==> src/rtl/movegen_pkg.sv <==
// Shared definitions for the move-generation sequencer: piece codes, generator
// register indices, board geometry and scheduler state encodings.
package movegen_pkg;

    typedef enum logic [2:0] {
        EMPTY  = 3'd0,
        PAWN   = 3'd1,
        KNIGHT = 3'd2,
        BISHOP = 3'd3,
        ROOK   = 3'd4,
        QUEEN  = 3'd5,
        KING   = 3'd6
    } piece_e;

    localparam logic [2:0] GREG_START = 3'd0;
    localparam logic [2:0] GREG_SRC   = 3'd1;
    localparam logic [2:0] GREG_DEST  = 3'd2;
    localparam logic [2:0] GREG_X     = 3'd3;
    localparam logic [2:0] GREG_Y     = 3'd4;

    localparam logic [31:0] BOARD_BYTES = 32'd256;

    localparam logic [3:0] S_IDLE   = 4'd0;
    localparam logic [3:0] S_RD_SQ  = 4'd1;
    localparam logic [3:0] S_WT_SQ  = 4'd2;
    localparam logic [3:0] S_DECIDE = 4'd3;
    localparam logic [3:0] S_GEN_WR = 4'd4;
    localparam logic [3:0] S_GEN_RD = 4'd5;
    localparam logic [3:0] S_ACCUM  = 4'd6;
    localparam logic [3:0] S_NEXT   = 4'd7;
    localparam logic [3:0] S_DONE   = 4'd8;

    // Magnitude of a signed 8-bit piece code; -128 maps to 128 so it reads as invalid.
    function automatic logic [7:0] piece_mag(input logic [7:0] pc);
        return pc[7] ? (~pc + 8'd1) : pc;
    endfunction

endpackage

==> src/rtl/movegen_sched.sv <==
// Scans a 64-square board in SDRAM and dispatches each own-colour piece to its
// generator, packing generated boards contiguously into the destination buffer.
module movegen_sched
    import movegen_pkg::*;
#(
    parameter logic [31:0] GEN_BASE      = 32'h0000_1000,
    parameter logic [31:0] GEN_STRIDE    = 32'h0000_0040,
    parameter logic [31:0] MAX_PER_PIECE = 32'd27
) (
    input  logic        clk,
    input  logic        rst_n,
    output logic        slave_waitrequest,
    input  logic [3:0]  slave_address,
    input  logic        slave_read,
    output logic [31:0] slave_readdata,
    input  logic        slave_write,
    input  logic [31:0] slave_writedata,
    input  logic        mem_waitrequest,
    output logic [31:0] mem_address,
    output logic        mem_read,
    input  logic [31:0] mem_readdata,
    input  logic        mem_readdatavalid,
    input  logic        gen_waitrequest,
    output logic [31:0] gen_address,
    output logic        gen_read,
    input  logic [31:0] gen_readdata,
    output logic        gen_write,
    output logic [31:0] gen_writedata
);

    logic [3:0]  state_reg;
    logic [5:0]  sq_reg;
    logic [7:0]  pc_reg;
    logic [2:0]  widx_reg;
    logic [31:0] win_reg;
    logic [7:0]  count_reg;
    logic [31:0] src_reg;
    logic [31:0] dest_reg;
    logic        side_reg;
    logic [31:0] cap_reg;
    logic [31:0] total_reg;
    logic [31:0] disp_reg;
    logic [31:0] dest_ptr_reg;
    logic        done_reg;
    logic        ovf_reg;
    logic        bad_reg;

    logic [7:0]  pc_mag;
    logic [2:0]  gen_idx;
    logic        wrong_side;
    logic        bad_piece;
    logic        no_room;
    logic        start_cmd;
    logic        unused_bits;

    assign slave_waitrequest = 1'b0;
    assign unused_bits = ^{slave_read, mem_readdata[31:8], gen_readdata[31:8]};

    assign start_cmd = slave_write && (slave_address == 4'd0) && (state_reg == S_IDLE);

    always_comb begin
        pc_mag     = piece_mag(pc_reg);
        gen_idx    = pc_mag[2:0] - 3'd1;
        wrong_side = (pc_reg == 8'd0) || (pc_reg[7] != side_reg);
        bad_piece  = (pc_mag > {5'd0, KING}) || (pc_reg == 8'h80);
        no_room    = ({1'b0, total_reg} + {1'b0, MAX_PER_PIECE}) > {1'b0, cap_reg};
    end

    always_comb begin
        slave_readdata = '0;
        case (slave_address)
            4'd0: slave_readdata = {29'd0, bad_reg, ovf_reg, done_reg};
            4'd1: slave_readdata = src_reg;
            4'd2: slave_readdata = dest_reg;
            4'd3: slave_readdata = {31'd0, side_reg};
            4'd4: slave_readdata = cap_reg;
            4'd5: slave_readdata = total_reg;
            4'd6: slave_readdata = disp_reg;
            default: slave_readdata = '0;
        endcase
    end

    // Bus strobes and addresses depend only on state, so reset silences them at once.
    assign mem_read  = (state_reg == S_RD_SQ);
    assign gen_write = (state_reg == S_GEN_WR);
    assign gen_read  = (state_reg == S_GEN_RD);

    assign mem_address = mem_read ? (src_reg + {24'd0, sq_reg, 2'b00}) : 32'hFFFF_FFFF;

    always_comb begin
        gen_address   = 32'hFFFF_FFFF;
        gen_writedata = '0;
        if (gen_write) begin
            gen_address = win_reg + {27'd0, widx_reg, 2'b00};
            case (widx_reg)
                GREG_SRC:  gen_writedata = src_reg;
                GREG_DEST: gen_writedata = dest_ptr_reg;
                GREG_X:    gen_writedata = {29'd0, sq_reg[2:0]};
                GREG_Y:    gen_writedata = {29'd0, sq_reg[5:3]};
                default:   gen_writedata = 32'd1;
            endcase
        end else if (gen_read) begin
            gen_address = win_reg + {27'd0, GREG_START, 2'b00};
        end
    end

    always_ff @(posedge clk or negedge rst_n) begin
        if (!rst_n) begin
            state_reg    <= S_IDLE;
            sq_reg       <= '0;
            pc_reg       <= '0;
            widx_reg     <= '0;
            win_reg      <= '0;
            count_reg    <= '0;
            src_reg      <= '0;
            dest_reg     <= '0;
            side_reg     <= 1'b0;
            cap_reg      <= '0;
            total_reg    <= '0;
            disp_reg     <= '0;
            dest_ptr_reg <= '0;
            done_reg     <= 1'b0;
            ovf_reg      <= 1'b0;
            bad_reg      <= 1'b0;
        end else begin
            if (slave_write && (state_reg == S_IDLE)) begin
                case (slave_address)
                    4'd1: src_reg  <= slave_writedata;
                    4'd2: dest_reg <= slave_writedata;
                    4'd3: side_reg <= slave_writedata[0];
                    4'd4: cap_reg  <= slave_writedata;
                    default: ;
                endcase
            end

            case (state_reg)
                S_IDLE: begin
                    if (start_cmd) begin
                        done_reg     <= 1'b0;
                        ovf_reg      <= 1'b0;
                        bad_reg      <= 1'b0;
                        total_reg    <= '0;
                        disp_reg     <= '0;
                        sq_reg       <= '0;
                        dest_ptr_reg <= dest_reg;
                        state_reg    <= S_RD_SQ;
                    end
                end
                S_RD_SQ: begin
                    if (!mem_waitrequest) state_reg <= S_WT_SQ;
                end
                S_WT_SQ: begin
                    if (mem_readdatavalid) begin
                        pc_reg    <= mem_readdata[7:0];
                        state_reg <= S_DECIDE;
                    end
                end
                S_DECIDE: begin
                    if (wrong_side) begin
                        state_reg <= S_NEXT;
                    end else if (bad_piece) begin
                        bad_reg   <= 1'b1;
                        state_reg <= S_NEXT;
                    end else if (no_room) begin
                        ovf_reg   <= 1'b1;
                        state_reg <= S_DONE;
                    end else begin
                        win_reg   <= GEN_BASE + ({29'd0, gen_idx} * GEN_STRIDE);
                        widx_reg  <= GREG_SRC;
                        state_reg <= S_GEN_WR;
                    end
                end
                S_GEN_WR: begin
                    // Argument registers 1..4 first, then the start register 0.
                    if (!gen_waitrequest) begin
                        if (widx_reg == GREG_START) begin
                            state_reg <= S_GEN_RD;
                        end else if (widx_reg == GREG_Y) begin
                            widx_reg <= GREG_START;
                        end else begin
                            widx_reg <= widx_reg + 3'd1;
                        end
                    end
                end
                S_GEN_RD: begin
                    if (!gen_waitrequest) begin
                        count_reg <= gen_readdata[7:0];
                        state_reg <= S_ACCUM;
                    end
                end
                S_ACCUM: begin
                    total_reg    <= total_reg + {24'd0, count_reg};
                    dest_ptr_reg <= dest_ptr_reg + ({24'd0, count_reg} * BOARD_BYTES);
                    disp_reg     <= disp_reg + 32'd1;
                    state_reg    <= S_NEXT;
                end
                S_NEXT: begin
                    if (sq_reg == 6'd63) begin
                        state_reg <= S_DONE;
                    end else begin
                        sq_reg    <= sq_reg + 6'd1;
                        state_reg <= S_RD_SQ;
                    end
                end
                S_DONE: begin
                    done_reg  <= 1'b1;
                    state_reg <= S_IDLE;
                end
                default: state_reg <= S_IDLE;
            endcase
        end
    end

endmodule

==> config.mk <==
export PLATFORM = sky130hd
export DESIGN_NAME = movegen_sched
export DESIGN_NICKNAME = d
export VERILOG_FILES = /design/src/rtl/movegen_pkg.sv /design/src/rtl/movegen_sched.sv
export SDC_FILE = /design/constraint.sdc
export NUM_CORES = 1
export LEC_CHECK = 0
export ABC_CLOCK_PERIOD_IN_PS = 3700
export CAP_MARGIN = 0
export CORE_MARGIN = 3
export CORE_UTILIZATION = 45
export DETAILED_ROUTE_END_ITERATION = 12
export PLACE_DENSITY = 0.82
export SYNTH_ARGS = -nofsm -noshare
export SYNTH_HDL_FRONTEND = slang
export SYNTH_SLANG_ARGS = --single-unit
==> constraint.sdc <==
create_clock -name clk -period 3.7 [get_ports clk]
set_input_delay 0.37 -clock clk [delete_from_list [all_inputs] [get_ports clk]]
set_output_delay 0.37 -clock clk [all_outputs]
set_load 0.02 [all_outputs]
==> run metrics, run 1 <==
Max-Cap Viols 0; DP HPWL 33900 µm; final setup vio count 0; final instance count without filler cells roughly 2200; H-tree levels 1; run status finished, final reports clean; Clock Power Share 0.179; Synth Area in Simple Gates 0.183; synth warn 0; share of power burned in registers 0.332; post-DR wirelength/cell around 22 µm; Routed WL ~48000 µm; Vias around 14000; Mapped Nets between 1500 and 2000; initial antenna violation count 0; area of all sequential standard cells 5730 µm²; Max Slew Vio Count 0; Startpoint Class flip-flop; multi-input logic area 8060 µm²; post-synthesis instance total roughly 1600; adder-cell share of the synthesized area 0.0605; n_diodes 0; total chip power about 0.015 W; DIE HEIGHT 185 µm; Clock Tree Root clkbuf_16; largest net degree at the start of global routing approximately 120; DRC Markers 0; fmax 277 MHz; Critical Path RT roughly 4 ns; Main synth FF type dfrtp_1; Clk pin slew, worst setup/hold paths roughly 0.060 ns; sequential cell area fraction in the yosys report 0.397; global route overflow 0; share of synthesized flip-flops with an asynchronous set or reset 1.00; DRT iter0 DRCs 1538; Final nets between 1500 and 2000; CTS tree yes; mux contribution to synthesized area 0.109; Tcrit/Tclk final 0.977; Fin. Hold Viols 0; power per cell area between 800 and 900 nW/µm²; kind of critical path reg2reg; WHS 0.321 ns; Cell Count Post-Placement between 2000 and 2500; main combinational cell family by area after synthesis simple AND/OR/NAND/NOR gates; logic gate share of total power 0.489; Sink Count around 230; # rows 64; first-pass GRT wire length around 74000 µm; Die Wd ~190 µm; CTS buffer count 26; Final Critical Period approximately 3.6 ns; PnR worst setup slack 0.0856 ns; fill count between 2000 and 3000; gpl congestion around 0.95; Net Sw Frac 0.436; Netlist cell types 74; layout cell share with drive strength beyond 1 0.163; port buffer count around 190; TritonRoute pass-1 iters 6; Leakage between 7 and 8 nW; worst skew pair latency about 0.53 ns; Post-synth EDFFs 0; post-place setup slack -0.111 ns; Mapped Avg Cell Area a little over 9 µm²; Slew headroom 0.171; worst hold path type in2async; crit path max fanout 7; FF+latch count, synth 229; vias in the first global route 13400; core footprint roughly 31000 µm²; Via-to-Cell Ratio between 6 and 7; Fin Clk Skew around 0.0069 ns; Compound-Gate Fraction of Synth Area 0.156; Setup crit end kind flip-flop; Synth Cell Area between 10000 and 15000 µm²; Max clock buf depth 3; Post-Synth XOR/XNOR Area 0.0413; Boundary Pins about 240; Initial Util 0.464; Die Area 34300 µm²; WP data arrival around 4 ns; internal cell power 0.00837 W; Peak VDD IR between 0.5 and 0.6 mV; area delta synth->final 24.4%; ANT nets after route 0; Tightest Pin Transition 1.24 ns; Sw Pwr approximately 0.0065 W; gr usage total 0.272
[through the flow]
| step | utilization | TNS, ns | cell area (µm²) |
|---|---|---|---|
| 5_1_grt | 0.578 | -0.298 | 18000 |
| 2_1_floorplan | - | 0 | 14400 |
| 3_3_place_gp | 0.544 | 0 | 16900 |
| 6_report | 0.578 | 0 | 18000 |
| 3_5_place_dp | 0.544 | -0.385 | 16900 |
| 4_1_cts | 0.575 | 0 | 17900 |
[cells by family (layout without fill, tap and decap cells)]
family                     after synthesis  after routing
and+or+nand+nor                        546            546
AOI/OAI and AO/OA                      326            326
DFF                                    229            229
buffers and inverters                  176            377
muxes                                  141            141
adders and majority gates               68             68
xor gates and xnor gates                68             68
other                                    1              1
[timing repair]
action / 4_1_cts / 5_1_grt
setup buffers: 5 / 7
hold buffers: 1 / 0
hold endpoints to repair: 45 / 0
pin swaps: 11 / 14
gates resized for setup: 20 / 39
setup endpoints to repair: 24 / 23
[worst max-delay path, cell delays in order (launching register included)]
cell and delay, ns:
dfrtp_1 0.36, inv_2 0.05, ha_2 0.18, nand2b_4 0.14
a21oi_2 0.11, buf_4 0.14, nand2_2 0.06, or3_1 0.34
xnor2_1 0.14, ha_1 0.31, nand4_1 0.11, buf_4 0.13
nor2_1 0.04, a222oi_1 0.38, nand4_1 0.21, a211oi_2 0.21
buf_4 0.19, nand2_8 0.08, mux2_4 0.32
[synthesized netlist by cell type (all sizes together), types with 8 or more instances]
library cell	number	area [µm²]
nor4	10	81.3
a21o	9	67.6
xor2	33	289
o311ai	12	105
a31oi	10	62.6
buf	52	305
mux2	116	1320
nand4	30	188
nand2b	22	138
or3	13	81.3
inv	63	236
o21ai	70	350
o31ai	18	140
nand2	189	712
clkbuf	61	229
xnor2	35	307
a21oi	48	244
and4	8	70.1
a222oi	9	90.1
o211ai	16	120
a22oi	96	721
nor3	28	145
nor2	96	365
nand3	100	505
and3	23	145
dfrtp	229	5730
ha	65	813
mux2i	25	250
[metal layers]
metal,track usage,share of wire,vias to the layer above
met5,0,0,-
met1,0.370,0.39,6661
li1,-,-,5989
met3,0.0448,0.098,144
met2,0.433,0.46,814
met4,0.113,0.044,0
[power by group through the flow]
stage | combinational, W | clock (W) | sequential (W)
final | 0.00727 | 0.00266 | 0.00493
after global routing | 0.00789 | 0.00278 | 0.00504
after detailed placement | 0.00702 | 0 | 0.00486
after global placement | 0.00677 | 0 | 0.00477
after floorplan | 0.00483 | 0 | 0.00432
after CTS | 0.00714 | 0.00267 | 0.00484
[cell usage in the layout (no fill, tap or decap), drive strengths merged, types with 5 or more instances in the layout]
master / count
clkbuf: 42
or3: 13
clkdlybuf4s50: 171
nand3: 100
a21oi: 48
dfrtp: 229
and3: 23
xnor2: 35
nor4: 10
o211ai: 16
mux2i: 25
a22oi: 96
nor2b: 6
a21o: 9
a221o: 6
nand2: 189
xor2: 33
nor3: 28
dlygate4sd2: 6
nand2b: 22
inv: 63
clkinv: 6
o311ai: 12
a222oi: 9
mux2: 116
nor3b: 5
o21bai: 6
nor2: 96
o21ai: 70
nand4: 30
and4: 8
o31ai: 18
buf: 80
ha: 65
a31oi: 10
[layout make-up]
class,count,share of cell area
timing repair buffer,268,0.142
tap,396,0.0276
multi-input combinational,1150,0.449
clock buffer,37,0.0420
clock inverter,9,0.00690
sequential,229,0.319
inverter,63,0.0132
[path summary, 6_finish.rpt]
kind,start,to,slack (ns),cells after the start
setup / recovery,total_reg[0]$_DFFE_PN0P_,win_reg[6]$_DFFE_PN0P_,0.09,18
hold / removal,rst_n,disp_reg[26]$_DFFE_PN0P_,0.32,2
setup reg to reg,total_reg[0]$_DFFE_PN0P_,win_reg[6]$_DFFE_PN0P_,0.09,18
hold reg to reg,win_reg[12]$_DFFE_PN0P_,win_reg[12]$_DFFE_PN0P_,0.48,1
max in group asynchronous,rst_n,dest_reg[12]$_DFFE_PN0P_,2.38,3
min in group clk,gen_readdata[1],count_reg[1]$_DFFE_PN0P_,0.43,3
No activity file was read; power rests on OpenSTA's default activity.
==> inputs of run 2 (changes only) <==
--- a/config.mk
+++ b/config.mk
@@ -7,6 +7,7 @@
 export LEC_CHECK = 0
 export ABC_CLOCK_PERIOD_IN_PS = 3700
 export CAP_MARGIN = 0
+export CORE_ASPECT_RATIO = 1.5
 export CORE_MARGIN = 3
 export CORE_UTILIZATION = 45
 export DETAILED_ROUTE_END_ITERATION = 12
==> run 2 against run 1 <==
Effect of this change: utilization is 0.44 points lower; clock power is 2% lower; worst hold slack better by 0.12 ns; global-route usage is 0.27 points higher; first-iteration DRC count is 15% lower; setup slack worse by 0.055 ns; critical path type unchanged.
==> run metrics, run 2 (synthesized netlist as in run 1, its figures left out) <==
Die Wd 152 µm; logic gate share of total power 0.495; WL met1 about 18000 µm; Startpoint Class flip-flop; # rows slightly below 80; commonest non-fill, non-tap cell in the layout dfrtp_1; RR Startpoint total_reg[1]$_DFFE_PN0P_; initial antenna violation count 1; vias in the first global route around 13000; global route overflow 0; H-tree levels 1; Fin. Hold Viols 0; Max Slew Vio Count 0; Sink Count 229; Max clock buf depth 3; Leakage 7.73 nW; worst skew pair latency ~0.55 ns; Boundary Pins approximately 240; Clock Power Share 0.173; Vias ~14000; first-pass GRT wire length between 70000 and 80000 µm; DRT iter0 DRCs 1300; final setup vio count 0; Critical Path RT between 4 and 5 ns; DIE HEIGHT ~230 µm; Clock Tree Root clkbuf_16; Fin Clk Skew roughly 0.008 ns; RSZ-0062 raised after global routing yes; commonest cells after routing, fill and taps aside 224 x dfrtp_1, 187 x nand2_1, 170 x clkdlybuf4s50_1; Sw Pwr 0.00672 W; Tcrit/Tclk final 0.992; ANT nets after route 0; Final nets 1916; Routed WL between 40000 and 50000 µm; PnR worst setup slack roughly 0.030 ns; R2R Path End win_reg[6]$_DFFE_PN0P_; Clk pin slew, worst setup/hold paths roughly 0.070 ns; CTS buffer count 25; Via-to-Cell Ratio approximately 6.3; Max-Cap Viols 0; crit path max fanout 7; Net Sw Frac 0.447; Die Area 34300 µm²; DP HPWL between 30000 and 40000 µm; Peak VDD IR ~0.58 mV; share of power burned in registers 0.332; met2 routed WL about 24000 µm; layout cell share with drive strength beyond 1 0.172; power per cell area 837 nW/µm²; Cell Count Post-Placement approximately 2100; fmax 273 MHz; kind of critical path reg2reg; internal cell power slightly above 0.008 W; core footprint 31300 µm²; WHS around 0.44 ns; final instance count without filler cells around 2200; Slew headroom 0.129; DRC Markers 0; Setup crit end kind flip-flop; FF-to-FF path depth 17; TritonRoute pass-1 iters 6; area delta synth->final 24.5%; worst hold path type in2async; gpl congestion just under 1; CTS tree yes; Tightest Pin Transition about 1.3 ns; reg2reg setup slack 0.03 ns; met3 WL 3490 µm; Final Critical Period 3.67 ns; post-place setup slack -0.127 ns; WP data arrival 4.10 ns; run status finished, final reports clean; Initial Util 0.461; port buffer count roughly 190; gr usage total 0.274; largest net degree at the start of global routing roughly 110; n_diodes 0; post-DR wirelength/cell around 23 µm; Top Layer Used met5
run 2: timing repair:
action | CTS | global route
setup buffers | 4 | 6
hold endpoints to repair | 100 | 0
setup endpoints to repair | 24 | 26
gates resized for setup | 35 | 44
hold buffers | 1 | 0
pin swaps | 8 | 13
run 2: critical path, stage by stage (launching register included):
cell and delay (ns):
dfrtp_1 0.36, inv_2 0.06, ha_4 0.16, nand2b_4 0.15, a21oi_4 0.16, nand2_1 0.08, buf_4 0.17, or3_1 0.38
xnor2_1 0.14, ha_1 0.30, nand4_1 0.15, nor4_2 0.25, and3_4 0.24, nor3_2 0.05, a211oi_2 0.30, buf_4 0.22
nand2_8 0.08, mux2_4 0.31
run 2: layout make-up:
class                      instances  area, µm²
tap                              405        507
clock inverter                    17        185
timing repair buffer             272       2570
sequential                       229       5740
fill                            2659      13400
clock buffer                      28        657
inverter                          63        236
multi-input combinational       1150       8080
run 2: how the worst max path moves through the flow:
| stage | start | end |
|---|---|---|
| detailed placement | total_reg[1]$_DFFE_PN0P_ | win_reg[8]$_DFFE_PN0P_ |
| CTS | total_reg[0]$_DFFE_PN0P_ | win_reg[7]$_DFFE_PN0P_ |
| floorplan | total_reg[1]$_DFFE_PN0P_ | win_reg[6]$_DFFE_PN0P_ |
| finish | total_reg[1]$_DFFE_PN0P_ | win_reg[6]$_DFFE_PN0P_ |
| global placement | total_reg[0]$_DFFE_PN0P_ | win_reg[8]$_DFFE_PN0P_ |
| global route | total_reg[1]$_DFFE_PN0P_ | win_reg[8]$_DFFE_PN0P_ |
run 2: metal layers:
metal | up-vias | GRT usage
met3 | 182 | 0.0348
li1 | 6009 | -
met5 | - | 0
met1 | 6557 | 0.324
met2 | 777 | 0.476
met4 | 2 | 0.168
run 2: stage by stage:
step / power (W) / area [µm²] / utilization / TNS, ns
after floorplan: 0.00915 / 14400 / - / 0
after global routing: 0.0158 / 18000 / 0.573 / -0.376
final: 0.0150 / 18000 / 0.573 / 0
after detailed placement: 0.0120 / 16900 / 0.540 / -0.493
after global placement: 0.0117 / 16900 / 0.540 / -0.188
after CTS: 0.0147 / 17800 / 0.569 / 0
run 2: power by group through the flow:
| stage | sequential, W | clock [W] | combinational (W) |
|---|---|---|---|
| after floorplan | 0.00432 | 0 | 0.00483 |
| after global placement | 0.00490 | 0 | 0.00683 |
| after detailed placement | 0.00495 | 0 | 0.00707 |
| after CTS | 0.00492 | 0.00262 | 0.00719 |
| after global routing | 0.00508 | 0.00272 | 0.00805 |
| final | 0.00499 | 0.00260 | 0.00744 |
==> inputs of run 3 (changes only) <==
--- a/config.mk
+++ b/config.mk
@@ -5,13 +5,13 @@
 export SDC_FILE = /design/constraint.sdc
 export NUM_CORES = 1
 export LEC_CHECK = 0
-export ABC_CLOCK_PERIOD_IN_PS = 3700
+export ABC_CLOCK_PERIOD_IN_PS = 3900
 export CAP_MARGIN = 0
 export CORE_ASPECT_RATIO = 1.5
 export CORE_MARGIN = 3
 export CORE_UTILIZATION = 45
 export DETAILED_ROUTE_END_ITERATION = 12
-export PLACE_DENSITY = 0.82
+export PLACE_DENSITY = 0.79
 export SYNTH_ARGS = -nofsm -noshare
 export SYNTH_HDL_FRONTEND = slang
 export SYNTH_SLANG_ARGS = --single-unit
==> constraint.sdc (replaced) <==
create_clock -name clk -period 3.9 [get_ports clk]
set_input_delay 0.39 -clock clk [delete_from_list [all_inputs] [get_ports clk]]
set_output_delay 0.39 -clock clk [all_outputs]
set_load 0.02 [all_outputs]
==> run 3 against run 2 <==
Effect of this change: clock skew grew 0.0036 ns; non-clock buffer count shrank 19; sequential power shrank 4.2%; register-to-register slack gained 0.13 ns.
==> run metrics, run 3 (synthesized netlist as in run 1, its figures left out) <==
run status finished, final reports clean; TritonRoute pass-1 iters 7; RR Startpoint total_reg[0]$_DFFE_PN0P_; Setup crit end kind output port; Setup TNS Final 0 ns; port buffer count 188; H-tree levels 1; vias in the first global route 13000; CTS tree yes; worst hold path type in2reg; Vias between 10000 and 15000; layout cell share with drive strength beyond 1 0.152; Fin. Hold Viols 0; kind of critical path reg2out; CTS buffer count 24; crit path max fanout 12; Peak VDD IR ~0.65 mV; Die Wd about 150 µm; Hold Crit Start gen_readdata[1]; Via-to-Cell Ratio 6.15; Clock Power Share 0.187; Routed WL around 48000 µm; post-layout util 0.568; DRT iter0 DRCs about 1200; commonest non-fill, non-tap cell in the layout dfrtp_1; core footprint ~31000 µm²; fmax approximately 270 MHz; Final nets ~1900; DRC Markers 0; WP data arrival between 3 and 4 ns; Max clock buf depth 3; commonest cells after routing, fill and taps aside 225 x dfrtp_1, 187 x nand2_1, 176 x clkdlybuf4s50_1; Tightest Pin Transition 1.27 ns; Max Slew Vio Count 0; hold path cells 3; internal cell power ~0.0079 W; Startpoint Class flip-flop; post-DR wirelength/cell approximately 22 µm; logic gate share of total power 0.474; gpl congestion approximately 0.94; ANT nets after route 0; Max-Cap Viols 0; Boundary Pins between 200 and 250; Slew headroom 0.153; Clock Tree Root clkbuf_16; gr usage total 0.268; Tcrit/Tclk final 0.964; final setup vio count 0; share of power burned in registers 0.338; Final Critical Period 3.76 ns; WHS 0.462 ns; power per cell area between 700 and 800 nW/µm²; # rows 79; DIE HEIGHT 225 µm; largest net degree at the start of global routing 99; DP HPWL roughly 35000 µm; initial antenna violation count 3; Fin Clk Skew roughly 0.012 ns; final instance count without filler cells between 2000 and 2500; global route overflow 0; area delta synth->final 23.3%; CP startpoint sq_reg[0]$_DFFE_PN0P_; fill count ~2700; Critical Path RT 3.51 ns; Cell Count Post-Placement around 2100; FF-to-FF path depth 17; Initial Util 0.461; Leakage roughly 7.6 nW; first-pass GRT wire length approximately 73000 µm; Sink Count between 200 and 250; worst skew pair latency 0.53 ns; Sw Pwr ~0.0062 W; Clk pin slew, worst setup/hold paths 0.06 ns; Die Area 34300 µm²; Net Sw Frac 0.437
[run 3: power groups by stage]
stage | clock (W) | combinational (W) | sequential [W]
2_1_floorplan | 0 | 0.00458 | 0.00410
4_1_cts | 0.00266 | 0.00661 | 0.00471
3_5_place_dp | 0 | 0.00651 | 0.00474
6_report | 0.00264 | 0.00670 | 0.00478
3_3_place_gp | 0 | 0.00632 | 0.00471
5_1_grt | 0.00275 | 0.00734 | 0.00487
[run 3: per-stage QoR]
stage / instance area, µm² / setup WS [ns] / power [W]
after floorplan: 14400 / 0.266 / 0.00868
after global placement: 16800 / 0.0301 / 0.0110
after detailed placement: 16800 / -0.0149 / 0.0113
after CTS: 17700 / 0.00206 / 0.0140
after global routing: 17800 / -0.0122 / 0.0150
final: 17800 / 0.139 / 0.0141
[run 3: timing repair]
| action | CTS | global route |
|---|---|---|
| setup buffers | 3 | 3 |
| resized for setup | 21 | 23 |
| hold buffers | 1 | 0 |
| endpoints found under the setup margin | 14 | 21 |
| endpoints found under the hold margin | 96 | 0 |
| pin swaps | 1 | 8 |
[run 3: worst paths after layout]
kind,end,slack [ns]
setup / recovery,mem_address[30],0.14
hold / removal,count_reg[1]$_DFFE_PN0P_,0.46
setup reg to reg,win_reg[7]$_DFFE_PN0P_,0.16
hold reg to reg,win_reg[12]$_DFFE_PN0P_,0.47
max in group asynchronous,src_reg[26]$_DFFE_PN0P_,2.31
min in group asynchronous,disp_reg[9]$_DFFE_PN0P_,0.48
[run 3: layout make-up]
| cell class | count | area [µm²] | area share |
|---|---|---|---|
| diodes | 3 | 7.51 | 0.000422 |
| inverters | 63 | 236 | 0.0133 |
| repair buffers | 253 | 2390 | 0.134 |
| well taps | 405 | 507 | 0.0285 |
| multi-input cells | 1150 | 8020 | 0.450 |
| clock inverters | 16 | 250 | 0.0141 |
| flip-flops and latches | 229 | 5740 | 0.322 |
| clock buffers | 28 | 657 | 0.0369 |
[run 3: layer usage]
metal  wire length [µm]  share of wire  GRT usage
met1              17400           0.36      0.318
met5                  0              0          0
met4               3400          0.071      0.161
met3               3490          0.073     0.0348
met2              23600           0.49      0.464
[run 3: worst max-delay path, cell delays in order (launching register included)]
cell             delay, ns
dfrtp_2               0.45
ha_1                  0.24
fa_1                  0.41
a21o_1                0.21
a21oi_2               0.17
o21bai_1              0.12
a21oi_4               0.27
buf_4                 0.17
nor4_1                0.05
buf_4                 0.20
a21oi_1               0.12
nand3b_1              0.12
clkdlybuf4s15_1       0.30
